==> src/rtl/product_accumulator.sv <==
// product_accumulator: sums N consecutive 4-bit multiplier products per frame and
// presents the frame total, with a sticky overflow flag, on a valid/ready output.
module product_accumulator #(
    parameter int ACC_W = 8,
    parameter int N     = 4
) (
    input  logic             clk,
    input  logic             rst,
    input  logic             clr,
    input  logic             in_valid,
    output logic             in_ready,
    input  logic [3:0]       p,
    output logic             out_valid,
    input  logic             out_ready,
    output logic [ACC_W-1:0] acc,
    output logic             ovf
);
    // state | meaning
    // IDLE  | waiting for the first product of a frame
    // ACCUM | summing products 2..N, bubbles hold everything
    // DONE  | frame total presented, waiting for out_ready
    typedef enum logic [1:0] {
        IDLE  = 2'd0,
        ACCUM = 2'd1,
        DONE  = 2'd2
    } state_t;

    localparam int         SUM_W = ACC_W + 1;
    localparam logic [7:0] N_CNT = 8'(N);

    state_t           state;
    logic [7:0]       cnt;
    logic [ACC_W:0]   sum;
    logic             xfer;
    logic             last;

    assign in_ready = (state != DONE);
    assign xfer     = in_valid && in_ready;
    // Top bit of sum is the carry out of the accumulator.
    assign sum      = {1'b0, acc} + SUM_W'(p);
    assign last     = (cnt + 8'd1) == N_CNT;

    always_ff @(posedge clk or posedge rst) begin
        if (rst) begin
            state     <= IDLE;
            acc       <= '0;
            ovf       <= 1'b0;
            cnt       <= 8'd0;
            out_valid <= 1'b0;
        end else if (clr) begin
            state     <= IDLE;
            acc       <= '0;
            ovf       <= 1'b0;
            cnt       <= 8'd0;
            out_valid <= 1'b0;
        end else begin
            case (state)
                IDLE: begin
                    if (xfer) begin
                        acc <= ACC_W'(p);
                        ovf <= 1'b0;
                        cnt <= 8'd1;
                        if (N == 1) begin
                            state     <= DONE;
                            out_valid <= 1'b1;
                        end else begin
                            state <= ACCUM;
                        end
                    end
                end
                ACCUM: begin
                    if (xfer) begin
                        acc <= sum[ACC_W-1:0];
                        ovf <= ovf | sum[ACC_W];
                        cnt <= cnt + 8'd1;
                        if (last) begin
                            state     <= DONE;
                            out_valid <= 1'b1;
                        end
                    end
                end
                DONE: begin
                    if (out_ready) begin
                        state     <= IDLE;
                        out_valid <= 1'b0;
                        acc       <= '0;
                        ovf       <= 1'b0;
                        cnt       <= 8'd0;
                    end
                end
                default: begin
                    state     <= IDLE;
                    out_valid <= 1'b0;
                end
            endcase
        end
    end
endmodule

==> config.mk <==
export PLATFORM = sky130hd
export DESIGN_NAME = product_accumulator
export DESIGN_NICKNAME = d
export VERILOG_FILES = /design/src/rtl/product_accumulator.sv
export SDC_FILE = /design/constraint.sdc
export NUM_CORES = 1
export LEC_CHECK = 0
export CAP_MARGIN = 10
export CORE_MARGIN = 5
export CORE_UTILIZATION = 56
export CTS_BUF_LIST = sky130_fd_sc_hd__clkbuf_4 sky130_fd_sc_hd__clkbuf_8
export CTS_CLUSTER_DIAMETER = 150
export CTS_CLUSTER_SIZE = 28
export DETAILED_ROUTE_END_ITERATION = 16
export PLACE_DENSITY = 0.84
export SYNTH_ARGS = -nofsm -noshare
export SYNTH_HDL_FRONTEND = slang
export SYNTH_SLANG_ARGS = --single-unit
==> constraint.sdc <==
create_clock -name clk -period 2 [get_ports clk]
set_input_delay 0.2 -clock clk [delete_from_list [all_inputs] [get_ports clk]]
set_output_delay 0.2 -clock clk [all_outputs]
set_load 0.1 [all_outputs]
==> metrics.txt <==
# nets final 194; transition time at the pin with the least slew margin 0.5927 ns; multi-input combinational cell area between 800 and 900 um2; maximum resistive drop on vdd 0.0009470 V; final hold slack 0.2265 ns; leakage power of the design about 0.0008 uW; area of all placed cells without fillers around 1800 um2; routed wire length per instance 18.23 um; die height 59.60 um; I/O pin count 20; met1 track demand over resource around a quarter; Post-Syn Area around 1400 um2; ratio of final minimum period to clock period between 90% and 100%; most frequently used flop master after synthesis sky130_fd_sc_hd__dfrtp_1; layout cells sized above 1 31.21%; met2 routing resource usage after global routing 36.35%; Placed Cells incl. Taps between 150 and 200; GR met3 Demand/Resource under 10%; Final Max Slew Viols 0; Detailed Place HPWL about 2600 um; total of buffers placed on input and output ports 19; clock latency on the worst-skew pair 0.32 ns; largest cells by area after synthesis sky130_fd_sc_hd__dfrtp_1, sky130_fd_sc_hd__ha_1, sky130_fd_sc_hd__a21oi_1; antenna-violating nets left 0; Placed Area approximately 1700 um2; worst endpoint required time 2.25 ns; buffer levels on the longest clock path 2; clock root cell sky130_fd_sc_hd__clkbuf_4; CTS HTree Levels 1; std cell rows 18; overflow left after global routing 0; CP Launch Type flop; critical path endpoint category flop; proportion of synthesized flip-flops having asynchronous set or reset 100.0%; largest fanout of any net on the critical path 6; minimum clock period after layout just under 2 ns; routing layer with the top usage in global route met2; Util after Layout between 70% and 80%; area leader, netlist sky130_fd_sc_hd__dfrtp_1; area added between synthesis and finish 28.70%; status complete, no violations; worst-case clock skew 0.002143 ns; gate count after technology mapping 140; final hold violations 0; EDFF count, synth 0; clock tree from TritonCTS yes; class of the tightest hold or removal check input pin to async pin; Peak Freq a little over 0.5 GHz; area of the die around 3600 um2; number of flip-flops and latches in the synthesized netlist 20; Power Density between 900 and 1000 nW/um2; number of clock sinks 20; Final Setup Violations 0; cts hold-fix bufs 0; synth warn 0; gpl congestion about 0.85; width of the die 59.60 um; final non-filler cell total roughly 200; top-area cell type share of the netlist area between 30% and 40%; core area between 2000 and 2500 um2; global-route wire length before repair about 5900 um; global router's overall resource usage roughly 22%; setup TNS 0 ns; number of global-route vias before repair 1327; Syn Nets 160; clock slew at the register clock pins of the worst setup and hold paths between 0.1 and 0.15 ns; unrepaired setup endpoints after global routing true; number of antenna violations at the first check in global routing 0; endpoint arrival time on the critical path 2.21 ns; antenna diode instance count 0; Mapped Avg Cell Area ~9.8 um2; max-cap violations 0; pin count of the biggest net entering global routing 16; footprint of the flip-flops and latches around 500 um2; number of DRC violations after detailed routing 0; Cell variety after synth 52; layout filler cell count between 150 and 200; iteration-0 DRC count of the detailed router 93; top-count cell post-synth sky130_fd_sc_hd__dfrtp_1; total wire length after detailed routing between 3000 and 4000 um; Inserted Clock Buffers 3; Initial DRT Pass Iterations 4; initial core utilization approximately 57%; vias post-DR 1334; Post-synth top cells sky130_fd_sc_hd__dfrtp_1, sky130_fd_sc_hd__a21oi_1, sky130_fd_sc_hd__inv_1; Worst Path Class, Setup flop to flop; slew margin rel. around three fifths; via count normalized by instance count 6.571; fraction of the yosys area taken by sequential cells 36.33%
==> path summary, 6_finish.rpt <==
check                              start      to  slack (ns)  cells past startpoint
worst max-delay path            state[1]  acc[7]        0.04                      6
min in group clk                    p[2]  acc[2]        0.53                      3
max in group asynchronous            rst  cnt[7]        1.25                      3
worst min register to register    cnt[7]  cnt[7]        0.54                      1
worst max register to register  state[1]  acc[7]        0.04                      6
worst min-delay path                 rst     ovf        0.23                      2
==> power breakdown <==
part	internal, uW	switching [uW]	leakage (uW)
clock	203	144	0.0000279
combinational	303	515	0.000503
sequential	454	54.9	0.000268
==> layer usage <==
layer | wire length [um] | vias up | share of wire (%)
met2 | 1879 | 60 | 51
li1 | - | 604 | -
met4 | 137 | 0 | 3.7
met3 | 242 | 17 | 6.5
met5 | 0 | - | 0
met1 | 1441 | 653 | 39
==> area by class of cell <==
cell class                      count  area share (%)
Clock buffer                        3           1.270
Clock inverter                      1           1.694
Inverter                           11           2.329
Multi-Input combinational cell    106           48.34
Sequential cell                    20           28.65
Tap cell                           30           2.117
Timing Repair Buffer               32           15.60
==> metrics by stage <==
stage	total power (uW)	setup slack (ns)
3_3_place_gp	1223	-0.001449
5_1_grt	1753	-0.0001983
2_1_floorplan	1041	0.02337
3_5_place_dp	1254	-0.06767
6_report	1674	0.03998
4_1_cts	1613	0.009466
==> cells by family after synthesis <==
family | synth area share, %
AOI/OAI and AO/OA | 28.79
and+or+nand+nor | 16.17
adders and majority gates | 10.54
DFF | 36.33
xor gates and xnor gates | 2.544
buffers and inverters | 5.631
==> state kept, by name, summed over array words and instances (netlist names) <==
signal     flops
cnt            8
state          2
ovf            1
out_valid      1
acc            8
==> what timing repair did <==
action / in CTS / in global routing
endpoints found under the setup margin: 4 / 6
gates resized for setup: 3 / 7
buffers inserted: 1 / 0
pin swaps: 2 / 2
hold endpoints to repair: 0 / 0
cloned: 1 / 0
==> critical path: stages (launching register included) <==
cell and delay [ns]:
sky130_fd_sc_hd__dfrtp_1 0.40, sky130_fd_sc_hd__inv_1 0.09, sky130_fd_sc_hd__ha_1 0.21, sky130_fd_sc_hd__and4bb_4 0.40, sky130_fd_sc_hd__a211oi_2 0.10, sky130_fd_sc_hd__or4_1 0.53, sky130_fd_sc_hd__a21oi_1 0.17
==> cell usage in the layout, fill, tap and decap left out, types with 5 or more instances in the layout <==
cell / n
sky130_fd_sc_hd__inv_1: 11
sky130_fd_sc_hd__ha_1: 7
sky130_fd_sc_hd__nand3_1: 5
sky130_fd_sc_hd__nor2_1: 5
sky130_fd_sc_hd__a21oi_1: 10
sky130_fd_sc_hd__clkdlybuf4s50_1: 8
sky130_fd_sc_hd__nand2_1: 6
sky130_fd_sc_hd__buf_4: 22
sky130_fd_sc_hd__dfrtp_1: 16
sky130_fd_sc_hd__o21ai_0: 7
Power figures use the tool's default switching activity.
